## src/rtl/probe_conditioner_pkg.sv

```systemverilog
// Shared definitions for the correlator probe conditioner: event-mode encodings
// and the mode-dependent event rule used by both probe channels.
package probe_conditioner_pkg;

    localparam int unsigned PROBEMODE_W = 2;

    localparam logic [PROBEMODE_W-1:0] PROBEMODE_LEVEL = 2'd0;
    localparam logic [PROBEMODE_W-1:0] PROBEMODE_RISE  = 2'd1;
    localparam logic [PROBEMODE_W-1:0] PROBEMODE_FALL  = 2'd2;
    localparam logic [PROBEMODE_W-1:0] PROBEMODE_ANY   = 2'd3;

    // Event for the current cycle given the conditioned level and its previous value.
    function automatic logic modeEvent(
        input logic [PROBEMODE_W-1:0] mode,
        input logic                   sVal,
        input logic                   prevVal
    );
        logic ev;
        case (mode)
            PROBEMODE_LEVEL: ev = sVal;
            PROBEMODE_RISE:  ev = sVal & ~prevVal;
            PROBEMODE_FALL:  ev = ~sVal & prevVal;
            default:         ev = sVal ^ prevVal;
        endcase
        return ev;
    endfunction

    // Counter increment: LEVEL counts high periods, edge modes count every event.
    function automatic logic modeCountInc(
        input logic [PROBEMODE_W-1:0] mode,
        input logic                   sVal,
        input logic                   prevVal,
        input logic                   ev
    );
        return (mode == PROBEMODE_LEVEL) ? (sVal & ~prevVal) : ev;
    endfunction

endpackage

```

## src/rtl/probe_conditioner_chan.sv

```systemverilog
// One probe channel: pin synchroniser, optional inversion, event detection,
// retriggerable pulse stretcher and a saturating event counter.
module probe_conditioner_chan
    import probe_conditioner_pkg::*;
#(
    parameter int unsigned N_SYNC    = 2,
    parameter int unsigned STRETCH_W = 8,
    parameter int unsigned COUNT_W   = 16
) (
    input  logic                   i_clk,
    input  logic                   i_rst,
    input  logic                   i_cg,
    input  logic                   i_pin,
    input  logic                   i_invert,
    input  logic [PROBEMODE_W-1:0] i_mode,
    input  logic [STRETCH_W-1:0]   i_stretchM1,
    input  logic                   i_clearCount,
    output logic                   o_probe,
    output logic [COUNT_W-1:0]     o_count
);

    localparam logic [COUNT_W-1:0] COUNT_MAX = {COUNT_W{1'b1}};

    logic [N_SYNC-1:0]    syncQ;
    logic                 prevQ;
    logic [STRETCH_W-1:0] stretchQ;

    logic sVal_c;
    logic ev_c;
    logic countInc_c;
    logic stretchActive_c;

    // Conditioned level and this cycle's event decisions.
    always_comb begin
        sVal_c          = syncQ[N_SYNC-1] ^ i_invert;
        ev_c            = modeEvent(i_mode, sVal_c, prevQ);
        countInc_c      = modeCountInc(i_mode, sVal_c, prevQ, ev_c);
        stretchActive_c = (stretchQ != '0);
    end

    // All channel state; the clock enable freezes the synchroniser as well.
    always_ff @(posedge i_clk) begin
        if (i_rst) begin
            syncQ    <= '0;
            prevQ    <= 1'b0;
            stretchQ <= '0;
            o_probe  <= 1'b0;
            o_count  <= '0;
        end else if (i_cg) begin
            syncQ <= {syncQ[N_SYNC-2:0], i_pin};
            prevQ <= sVal_c;

            if (ev_c) begin
                stretchQ <= i_stretchM1;
            end else if (stretchActive_c) begin
                stretchQ <= stretchQ - STRETCH_W'(1);
            end

            o_probe <= ev_c | stretchActive_c;

            if (i_clearCount) begin
                o_count <= '0;
            end else if (countInc_c && (o_count != COUNT_MAX)) begin
                o_count <= o_count + COUNT_W'(1);
            end
        end
    end

endmodule

```

## src/rtl/probe_conditioner.sv

```systemverilog
// Conditions the two asynchronous correlator probe pins; one identical channel
// per pin sharing mode, stretch and clear controls.
module probe_conditioner
    import probe_conditioner_pkg::*;
#(
    parameter int unsigned N_SYNC    = 2,
    parameter int unsigned STRETCH_W = 8,
    parameter int unsigned COUNT_W   = 16
) (
    input  logic                   i_clk,
    input  logic                   i_rst,
    input  logic                   i_cg,
    input  logic                   i_x,
    input  logic                   i_y,
    input  logic [1:0]             i_ctrl_invert,
    input  logic [PROBEMODE_W-1:0] i_ctrl_mode,
    input  logic [STRETCH_W-1:0]   i_ctrl_stretchM1,
    input  logic                   i_clearCounts,
    output logic                   o_x,
    output logic                   o_y,
    output logic [COUNT_W-1:0]     o_countX,
    output logic [COUNT_W-1:0]     o_countY
);

    probe_conditioner_chan #(
        .N_SYNC    (N_SYNC),
        .STRETCH_W (STRETCH_W),
        .COUNT_W   (COUNT_W)
    ) xChan (
        .i_clk        (i_clk),
        .i_rst        (i_rst),
        .i_cg         (i_cg),
        .i_pin        (i_x),
        .i_invert     (i_ctrl_invert[0]),
        .i_mode       (i_ctrl_mode),
        .i_stretchM1  (i_ctrl_stretchM1),
        .i_clearCount (i_clearCounts),
        .o_probe      (o_x),
        .o_count      (o_countX)
    );

    probe_conditioner_chan #(
        .N_SYNC    (N_SYNC),
        .STRETCH_W (STRETCH_W),
        .COUNT_W   (COUNT_W)
    ) yChan (
        .i_clk        (i_clk),
        .i_rst        (i_rst),
        .i_cg         (i_cg),
        .i_pin        (i_y),
        .i_invert     (i_ctrl_invert[1]),
        .i_mode       (i_ctrl_mode),
        .i_stretchM1  (i_ctrl_stretchM1),
        .i_clearCount (i_clearCounts),
        .o_probe      (o_y),
        .o_count      (o_countY)
    );

endmodule

```

## config.mk

```make
export PLATFORM = sky130hd
export DESIGN_NAME = probe_conditioner
export DESIGN_NICKNAME = d
export VERILOG_FILES = /design/src/rtl/probe_conditioner_pkg.sv /design/src/rtl/probe_conditioner_chan.sv /design/src/rtl/probe_conditioner.sv
export SDC_FILE = /design/constraint.sdc
export NUM_CORES = 1
export LEC_CHECK = 0
export CAP_MARGIN = 20
export CORE_ASPECT_RATIO = 0.8
export CORE_MARGIN = 3
export CORE_UTILIZATION = 52
export DETAILED_ROUTE_END_ITERATION = 8
export PLACE_DENSITY = 0.82
export SYNTH_ARGS = -nofsm -noshare
export SYNTH_HDL_FRONTEND = slang
export SYNTH_SLANG_ARGS = --single-unit
```

## constraint.sdc

```tcl
create_clock -name i_clk -period 3 [get_ports i_clk]
set_input_delay 0.45 -clock i_clk [delete_from_list [all_inputs] [get_ports i_clk]]
set_output_delay 0.45 -clock i_clk [all_outputs]
set_load 0.05 [all_outputs]
```

==> reports/results.ini <==
[routing]
avgRoutedWirePerCell_um=16.1
routed_antenna_nets=0
drtIter0Drc=247
detail_route.first_pass.iterations=7
routed_via_density=6.26
route.vias.total=3493
drc=0
drt_wl_total_mm=9.00

[finish]
antenna_cells_inserted=0
final_net_count=501
drive_gt1_share_pct=9.28
syn_to_final_growth_pct=17.8
final_area_sq_um=4170

[power_and_ir_drop]
share_clk_of_total_power_pct=22.6
switching_share_of_power_pct=34.9
finalPower_mw=1.94
power.share.combinational_pct=32.6
pwr_density_cell_nw_per_um2=467
net-switching-power_mw=0.679
power.sequential.fraction_pct=44.7
p_int_mw=1.27
power.leakage_nw=1.39
worst_ir_drop_vdd_v=0.000321

[cts]
clkLatencyLatePin_ns=0.32
post_cts.resized_instances=0
cts-root-buf=sky130_fd_sc_hd__clkbuf_8
deepest_level_of_the_cts_h_tree=2
clkSlewWorstSetupHoldPaths_ns=0.10
postCtsSetupBuffers=0
post_cts_hold_buffer_count=0
cts_tree=done
ctsLongestPathBuffers=2
cts_num_sinks=56
tritoncts.num_buffers=5

[timing]
grt_setup_unrepaired=false
fin_worst_hold_slack_ns=0.489
slew_headroom_pct=62.8
fmax_achieved_mhz=388
tightestPinTransition_ns=0.558
finalSetupViolations=0
report.final.hold_viol_count=0
fin_worst_skew_ns=0.00622
setup-tns-final_ns=0
worst_slack_ns=0.424
timing.final.max_slew_violations=0
final.period_utilization_pct=85.9
final.min_clock_period_ns=2.58

[yosys]
ys_ff_latch=56
synth_edf_count=0
asyncSetResetFlopFracSynth_pct=0
avgSynthCellArea_sq_um=8.18
synth_warnings=0
ys.flop_type=sky130_fd_sc_hd__dfxtp_1
synthTopCellsByArea=sky130_fd_sc_hd__dfxtp_1 (32%), sky130_fd_sc_hd__a21oi_1 (4.5%), sky130_fd_sc_hd__nand2_1 (4.2%), sky130_fd_sc_hd__a31oi_1 (3.9%), sky130_fd_sc_hd__ha_1 (3.5%)
synth_cell_type_count=74
synthDominantCellAreaShare_pct=31.7
synth_largest_area_cell=sky130_fd_sc_hd__dfxtp_1
yosysSeqAreaShare_pct=31.7
netlist_instances=432
synth_area_sq_um=3540
synth_fp_nets=460

[die]
floorplan.die.width_um=98.2
full_die_area_sq_um=7830
initial_utilization_pct=54.6
floorplan.die.height_um=79.8
design.core.area_sq_um=6470
row_count=26
floorplan.io_pins=52

[worst_setup_path]
worst-setup-path-type=in2reg
cp-end-kind=flop
crit_path_cell_trace=clkdlybuf4s50_1, xnor2_2, inv_2, ha_1, nand2b_1, a31oi_1, buf_4, nand4_1, or4_1, a31oi_1
slowest_delay_ns=0.48
cp_data_arrival_time_ns=2.83
slowest_stage=sky130_fd_sc_hd__or4_1
worstPathBufferInverterCount=3
timing.critical_path.mode_cell=sky130_fd_sc_hd__a31oi_1
cp_data_required_time_ns=3.25
worst_path_dominant_cell_family=simple AND/OR/NAND/NOR gates
maximum_net_fanout_on_the_critical_path=11
cp-start-kind=input port

[global_routing]
initial_antenna_violation_count=0
globalRoute.totalOverflow=0
grt_pass1_wl_mm=14.9
number_of_global_route_vias_before_repair=3118
grt_start_max_net_pins=34
global_route.usage.total_pct=23.0

[place]
io_port_bufs=51
finalWeightedCongestion=0.869
post-dp-hpwl_mm=6.27
detailed_place.area_sq_um=4070
post-place-ws_ns=0.100

[hold_path]
worstHoldPathType=reg2reg

[job]
maxCapViolCount=0

[status]
run_status=finished, final reports clean

per-layer routing:
metal	GRT usage [%]	vias up	wire [um]
li1	-	1723	-
met1	31.1	1606	4090
met2	37.9	153	4180
met3	3.49	11	624
met4	7.37	0	110
met5	0	-	0
layout make-up:
type,count,area (sq um)
inverters,19,71.3
well taps,84,105
clock buffers,6,82.6
repair buffers,59,566
fillers,555,2310
clock inverters,2,10.0
multi-input cells,332,2210
flip-flops and latches,56,1120
cells in the final DEF (no fill, tap or decap), drive strengths merged, types with 3 or more instances in the layout:
| master | instances |
|---|---|
| o21ai | 31 |
| a211oi | 3 |
| nand3 | 21 |
| a41oi | 4 |
| o211ai | 14 |
| inv | 18 |
| nand4 | 16 |
| nor3 | 4 |
| and4 | 4 |
| nor3b | 4 |
| mux2i | 12 |
| nor4 | 5 |
| clkbuf | 6 |
| a21oi | 32 |
| clkinv | 3 |
| and2 | 8 |
| clkdlybuf4s50 | 50 |
| nand2 | 41 |
| nor2 | 32 |
| or4 | 15 |
| or3 | 9 |
| buf | 9 |
| a31oi | 23 |
| dfxtp | 56 |
| ha | 10 |
| and3 | 3 |
| nand2b | 5 |
worst paths after layout:
check / from / end / slack, ns / cells past startpoint
max reg2reg: xChan.syncQ[1] / xChan.o_count[14] / 0.64 / 9
min reg2reg: xChan.o_probe / xChan.o_probe / 0.49 / 2
min: xChan.o_probe / xChan.o_probe / 0.49 / 2
max: i_ctrl_invert[0] / xChan.o_count[14] / 0.42 / 10
stage by stage:
step	cells	util, %
after CTS	558	64.4
after floorplan	432	-
after detailed placement	550	62.9
after global routing	558	64.4
after global placement	550	62.9
final	558	64.4
cells in the mapped netlist (4+ instances only):
master and number:
sky130_fd_sc_hd__nor2_1 32, sky130_fd_sc_hd__a31oi_1 22, sky130_fd_sc_hd__or3_1 9, sky130_fd_sc_hd__and2_1 4, sky130_fd_sc_hd__clkbuf_1 16, sky130_fd_sc_hd__nor4_1 4
sky130_fd_sc_hd__o21ai_1 8, sky130_fd_sc_hd__and4_1 4, sky130_fd_sc_hd__nor3_1 4, sky130_fd_sc_hd__o211ai_1 14, sky130_fd_sc_hd__ha_1 10, sky130_fd_sc_hd__inv_1 16
sky130_fd_sc_hd__nand2_1 40, sky130_fd_sc_hd__buf_6 4, sky130_fd_sc_hd__mux2i_1 12, sky130_fd_sc_hd__nand4_1 15, sky130_fd_sc_hd__o21ai_0 21, sky130_fd_sc_hd__nand2b_1 4
sky130_fd_sc_hd__or4_1 14, sky130_fd_sc_hd__a21oi_1 32, sky130_fd_sc_hd__nand3_1 21, sky130_fd_sc_hd__dfxtp_1 56
flip-flops by register name (all words and copies together) (netlist names):
name and count:
xChan.o_count 16, xChan.prevQ 1, yChan.prevQ 1, xChan.o_probe 1
yChan.syncQ 2, xChan.stretchQ 8, yChan.o_count 16, yChan.stretchQ 8
yChan.o_probe 1, xChan.syncQ 2
worst reg2reg max path, stage by stage (launching register included):
cell and delay (ns):
sky130_fd_sc_hd__dfxtp_1 0.35, sky130_fd_sc_hd__xnor2_2 0.23, sky130_fd_sc_hd__inv_2 0.06, sky130_fd_sc_hd__ha_1 0.28
sky130_fd_sc_hd__nand2b_1 0.20, sky130_fd_sc_hd__a31oi_1 0.19, sky130_fd_sc_hd__buf_4 0.19, sky130_fd_sc_hd__nand4_1 0.14
sky130_fd_sc_hd__or4_1 0.48, sky130_fd_sc_hd__a31oi_1 0.16
logic make-up (layout without fill, tap and decap cells):
kind of cell / after synthesis / count (layout) / synth area share, %
adder cells (fa/ha/maj): 10 / 10 / 3.54
XOR/XNOR: 2 / 2 / 0.920
AND/OR/NAND/NOR: 177 / 177 / 28.7
flip-flops: 56 / 56 / 31.7
buffers and inverters: 44 / 86 / 5.77
multiplexers: 16 / 16 / 5.41
AO/OA/AOI/OAI: 127 / 127 / 24.0
power groups by stage:
stage / combinational (mW) / sequential, mW / clock, mW
4_1_cts: 0.629 / 0.867 / 0.446
6_report: 0.635 / 0.870 / 0.440
2_1_floorplan: 0.481 / 0.889 / 0
3_3_place_gp: 0.600 / 0.879 / 0
5_1_grt: 0.704 / 0.878 / 0.471
3_5_place_dp: 0.622 / 0.883 / 0
No activity file was read; power rests on OpenSTA's default activity.
==> patch 1, RTL diff (same flow settings) <==
`STRETCH_W` is set to 8 in 2 places; all go to 12.
--- a/src/rtl/probe_conditioner_chan.sv
+++ b/src/rtl/probe_conditioner_chan.sv
@@ -6,3 +6,3 @@
     parameter int unsigned N_SYNC    = 2,
-    parameter int unsigned STRETCH_W = 8,
+    parameter int unsigned STRETCH_W = 12,
     parameter int unsigned COUNT_W   = 16
--- a/src/rtl/probe_conditioner.sv
+++ b/src/rtl/probe_conditioner.sv
@@ -6,3 +6,3 @@
     parameter int unsigned N_SYNC    = 2,
-    parameter int unsigned STRETCH_W = 8,
+    parameter int unsigned STRETCH_W = 12,
     parameter int unsigned COUNT_W   = 16
Interface: changed (resized i_ctrl_stretchM1); port bits go from 52 to 56. No check against the original RTL was run, so the function may have changed too.
==> patch 1 against the original RTL <==
- cell area is 13% higher
- utilization grew 1.8 points
- sequential cell count increased by 8
- total power rose by 24%
- clock power increased by 45%
- wire length grew 21%
- synthesized area up 11%
- worst setup slack worse by 33 ps
- worst hold slack worse by 14 ps
- register-to-register slack got worse by 40 ps
- critical path depth decreased by 1
- largest cell class unchanged
- largest power group unchanged
- highest routed layer unchanged
==> patch 1: results (changes against the original RTL) <==
<table>
<tr><th>Metric</th><th>Value</th></tr>
<tr><th colspan="2">Route</th></tr>
<tr><td>Total vias in the final route</td><td>4,235 (+21%)</td></tr>
<tr><td>Number of DRC markers in iteration 0</td><td>430 (+74%)</td></tr>
<tr><td>Number of detailed-routing iterations run before antenna repair</td><td>5 (-2)</td></tr>
<tr><th colspan="2">CTS</th></tr>
<tr><td>Worst-path clk slew</td><td>70 ps (-30 ps)</td></tr>
<tr><td>TritonCTS buffer count</td><td>9 (+4)</td></tr>
<tr><th colspan="2">Worst hold path</th></tr>
<tr><td>Worst-case hold path end point</td><td>yChan.o_probe</td></tr>
<tr><th colspan="2">Synth</th></tr>
<tr><td>Xor and xnor area share after synthesis</td><td>0.00447 (-0.00473)</td></tr>
<tr><td>Multiplexer area fraction after synthesis</td><td>0.0428 (-0.0114)</td></tr>
<tr><td>Number of nets in the synthesized netlist</td><td>539 (+17%)</td></tr>
<tr><td>Register area share after synthesis</td><td>0.327 (+0.00968)</td></tr>
<tr><td>Netlist cell types</td><td>63 (-15%)</td></tr>
<tr><td>Post-synthesis compound-gate area fraction</td><td>0.249 (+0.00964)</td></tr>
<tr><td>Post-synthesis adder-cell area fraction</td><td>0.0319 (-0.00348)</td></tr>
<tr><th colspan="2">Cells and area</th></tr>
<tr><td>Layout cells sized above 1</td><td>0.0791 (-0.0137)</td></tr>
<tr><th colspan="2">Pwr</th></tr>
<tr><td>Total leakage power</td><td>1.66 nW (+20%)</td></tr>
<tr><td>Worst-case vdd ir drop</td><td>0.000303 V (-5.6%)</td></tr>
<tr><td>Cell Int Power</td><td>1.54 mW (+22%)</td></tr>
<tr><th colspan="2">Place</th></tr>
<tr><td>Global placer's final weighted congestion</td><td>0.904 (+4.1%)</td></tr>
<tr><td>Number of buffers inserted by port buffering</td><td>55 (+7.8%)</td></tr>
<tr><th colspan="2">Worst setup path</th></tr>
<tr><td>Arr. time, crit path</td><td>2880 ps (+50 ps)</td></tr>
<tr><td>Flop2flop setup slack</td><td>600 ps (-40 ps)</td></tr>
<tr><th colspan="2">Timing</th></tr>
<tr><td>Layout Skew</td><td>8.70 ps (+2.48 ps)</td></tr>
<tr><th colspan="2">Global routing</th></tr>
<tr><td>Global Route Usage Sum</td><td>0.255 (+0.0248)</td></tr>
<tr><td>First-pass GRT wire length</td><td>18.0 mm (+21%)</td></tr>
<tr><th colspan="2">Run status</th></tr>
<tr><td>Outcome</td><td>completed</td></tr>
</table>
[patch 1: metal layers]
metal	global-route usage	vias to the layer above	wire (um)
met5	0	-	0
met4	0.0776	0	196
met3	0.0735	29	1050
met2	0.375	230	4850
met1	0.357	1971	4820
li1	-	2005	-
[patch 1: kinds of logic after synthesis]
group                    after synthesis
AO/OA/AOI/OAI                        153
buffers and inverters                 60
multiplexers                          13
AND/OR/NAND/NOR                      205
XOR/XNOR                               2
adder cells (fa/ha/maj)               10
flip-flops                            64
[patch 1: worst max-delay path by stage]
stage                         to              from  cells after the start
2_1_floorplan  yChan.o_count[15]  i_ctrl_invert[1]                      7
3_3_place_gp    xChan.o_count[6]  i_ctrl_invert[0]                      9
3_5_place_dp    xChan.o_count[6]  i_ctrl_invert[0]                      9
4_1_cts         xChan.o_count[6]  i_ctrl_invert[0]                      9
5_1_grt         xChan.o_count[6]  i_ctrl_invert[0]                      9
6_report        xChan.o_count[3]  i_ctrl_invert[0]                      9
[patch 1: through the flow]
stage / instance area [sq um] / setup slack [ps] / total power, mW
global placement: 4540 / 93.2 / 1.74
finish: 4700 / 391 / 2.41
floorplan: 3920 / 569 / 1.59
detailed placement: 4540 / 49.0 / 1.77
CTS: 4700 / 403 / 2.40
global route: 4700 / 205 / 2.53
[patch 1: layout make-up]
type | instances | area, sq um
fillers | 612 | 2400
clock inverters | 1 | 5.00
multi-input cells | 383 | 2400
flip-flops and latches | 64 | 1280
clock buffers | 13 | 149
repair buffers | 71 | 666
well taps | 87 | 109
inverters | 24 | 90.1
[patch 1: power by group through the flow]
stage	clock network [mW]	registers [mW]	logic (mW)
after global routing	0.676	1.01	0.845
final	0.636	0.998	0.776
after global placement	0	1.01	0.731
after CTS	0.646	0.996	0.757
after detailed placement	0	1.01	0.753
after floorplan	0	1.01	0.576
==> patch 2, RTL diff (same flow settings) <==
Made on the original files. Reset style: asynchronous (`i_rst`), changed in one clocked block.
--- a/src/rtl/probe_conditioner_chan.sv
+++ b/src/rtl/probe_conditioner_chan.sv
@@ -41,3 +41,3 @@
     // All channel state; the clock enable freezes the synchroniser as well.
-    always_ff @(posedge i_clk) begin
+    always_ff @(posedge i_clk or posedge i_rst) begin
         if (i_rst) begin
Check against the original RTL: differs if i_rst is asserted again (counterexample within 4 cycles, from zero or initial values and one cycle with i_rst high); with i_rst held inactive, the same outputs for 10 cycles.
==> patch 2 against the original RTL <==
- utilization increased by 0.86 points
- total power rose by 37%
- die area is 11% higher
- register-to-register slack better by 20 ps
- cell area up 11%
- cell count increased by 2.7%
- synthesized area rose by 11%
- maximum frequency rose by 3.5%
- global-route usage rose by 1.4 points
- worst setup slack better by 88 ps
- sequential share of layout area increased by 3.4 points
- wire length rose by 14%
- sequential cell count is the same
- highest routed layer unchanged
==> patch 2: results (changes against the original RTL) <==
<table>
<tr><th>Metric</th><th>Value</th></tr>
<tr><th colspan="2">Run status</th></tr>
<tr><td>Outcome</td><td>completed</td></tr>
<tr><th colspan="2">Global routing</th></tr>
<tr><td>Via count of the first global-routing pass</td><td>3,631 (+16%)</td></tr>
<tr><td>First-pass GRT wire length</td><td>17.4 mm (+16%)</td></tr>
<tr><td>Global Route Usage Sum</td><td>0.244 (+0.0140)</td></tr>
<tr><th colspan="2">Worst hold path</th></tr>
<tr><td>Start point of the worst hold path</td><td>xChan.syncQ[0]</td></tr>
<tr><td>Number of stages on the worst hold path</td><td>1 (-1)</td></tr>
<tr><th colspan="2">Cells and area</th></tr>
<tr><td>Net count reported at finish</td><td>513 (+2.4%)</td></tr>
<tr><td>Layout cells sized above 1</td><td>0.0967 (+0.00388)</td></tr>
<tr><th colspan="2">Synth</th></tr>
<tr><td>Netlist cell types</td><td>73 (-1.4%)</td></tr>
<tr><td>Most common flop cell mapped by yosys</td><td>dfrtp_1</td></tr>
<tr><td>Number of nets in the synthesized netlist</td><td>473 (+2.8%)</td></tr>
<tr><td>Top area cells in the synthesized netlist</td><td>dfrtp_1 (36%), nand3_1 (3.4%), nand2_1 (3.2%)</td></tr>
<tr><td>Leading post-synthesis cells by instance count</td><td>dfrtp_1 (56), nand2_1 (34), inv_1 (27), nand3_1 (27), nor2_1 (26)</td></tr>
<tr><td>Post-synthesis instance total</td><td>445 (+3.0%)</td></tr>
<tr><th colspan="2">Pwr</th></tr>
<tr><td>Worst-case vdd ir drop</td><td>0.000380 V (+18%)</td></tr>
<tr><th colspan="2">Route</th></tr>
<tr><td>Total vias in the final route</td><td>3,825 (+9.5%)</td></tr>
<tr><td>Number of DRC markers in iteration 0</td><td>322 (+30%)</td></tr>
<tr><td>Number of detailed-routing iterations run before antenna repair</td><td>5 (-2)</td></tr>
<tr><th colspan="2">Worst setup path</th></tr>
<tr><td>Register-to-Register Path Depth</td><td>7 (-2)</td></tr>
<tr><td>Worst-path fanout max</td><td>12 (+1)</td></tr>
<tr><td>Worst r2r src</td><td>xChan.syncQ[1]</td></tr>
<tr><td>Flop2flop setup slack</td><td>660 ps (+20 ps)</td></tr>
<tr><td>Capture instance of the worst register-to-register path</td><td>xChan.stretchQ[4]</td></tr>
<tr><th colspan="2">Place</th></tr>
<tr><td>HPWL after detailed placement</td><td>7.23 mm (+15%)</td></tr>
<tr><th colspan="2">Timing</th></tr>
<tr><td>Slew @ Worst Pin</td><td>730 ps (+172 ps)</td></tr>
<tr><td>Layout Skew</td><td>8.80 ps (+2.58 ps)</td></tr>
</table>
-- patch 2: cell count changes in the layout (fill, tap and decap cells not counted), moves of 12 or more --
cell,change
o21ai_0,-15
nor4_1,+12
dfxtp_1,-56
a21oi_1,-27
dfrtp_1,+56
a31oi_1,-14
nor3_1,+13
-- patch 2: layout make-up --
class                           instances  share of cell area
Timing Repair Buffer                   61               0.128
Multi-Input combinational cell        331               0.498
Sequential cell                        56               0.303
Inverter                               30              0.0243
Tap cell                               87              0.0235
Clock buffer                            6              0.0157
Clock inverter                          2             0.00757
-- patch 2: stage by stage --
| step | instance area, sq um | total power [mW] | util | worst slack, ps |
|---|---|---|---|---|
| final | 4630 | 2.66 | 0.652 | 512 |
| after floorplan | 3940 | 1.85 | - | 608 |
| after CTS | 4630 | 2.67 | 0.652 | 510 |
| after global routing | 4630 | 2.84 | 0.652 | 430 |
| after global placement | 4520 | 2.12 | 0.637 | 251 |
| after detailed placement | 4520 | 2.17 | 0.637 | 179 |
-- patch 2: worst max-delay path, cell delays in order --
cell and delay, ps:
clkdlybuf4s50_1 500, xnor2_2 140, inv_2 60, ha_1 280, inv_1 40, mux4_2 580
or4_1 550, o211ai_1 110
-- patch 2: layer usage --
layer	share of wire	up-vias	track usage	routed length, um
li1	-	1796	-	-
met1	0.48	1835	0.375	4930
met5	0	-	0	0
met4	0.0080	0	0.0647	82
met2	0.44	182	0.354	4530
met3	0.071	12	0.0376	731
-- patch 2: power by group --
part	leakage (nW)	internal [mW]	switching (mW)
Combinational	1.20	0.436	0.589
Sequential	0.718	0.913	0.225
Clock	0.0552	0.249	0.251
Total	1.98	1.60	1.07
-- patch 2: logic make-up after synthesis --
logic type | after synthesis | share of synthesized area
adders and majority gates | 10 | 0.0318
and+or+nand+nor | 204 | 0.294
AOI/OAI and AO/OA | 106 | 0.217
xor gates and xnor gates | 2 | 0.00826
buffers and inverters | 58 | 0.0588
DFF | 56 | 0.356
muxes | 9 | 0.0337
-- patch 2: worst max path at each step --
stage | slack [ps] | cells after the start | start | end
after floorplan | 610 | 6 | yChan.o_count[0] | yChan.o_count[2]
after global placement | 250 | 8 | i_ctrl_invert[0] | xChan.stretchQ[4]
after detailed placement | 180 | 8 | i_ctrl_invert[0] | xChan.stretchQ[4]
after CTS | 510 | 8 | i_ctrl_invert[0] | xChan.stretchQ[4]
after global routing | 430 | 8 | i_ctrl_invert[0] | xChan.stretchQ[4]
final | 510 | 8 | i_ctrl_invert[0] | xChan.stretchQ[4]
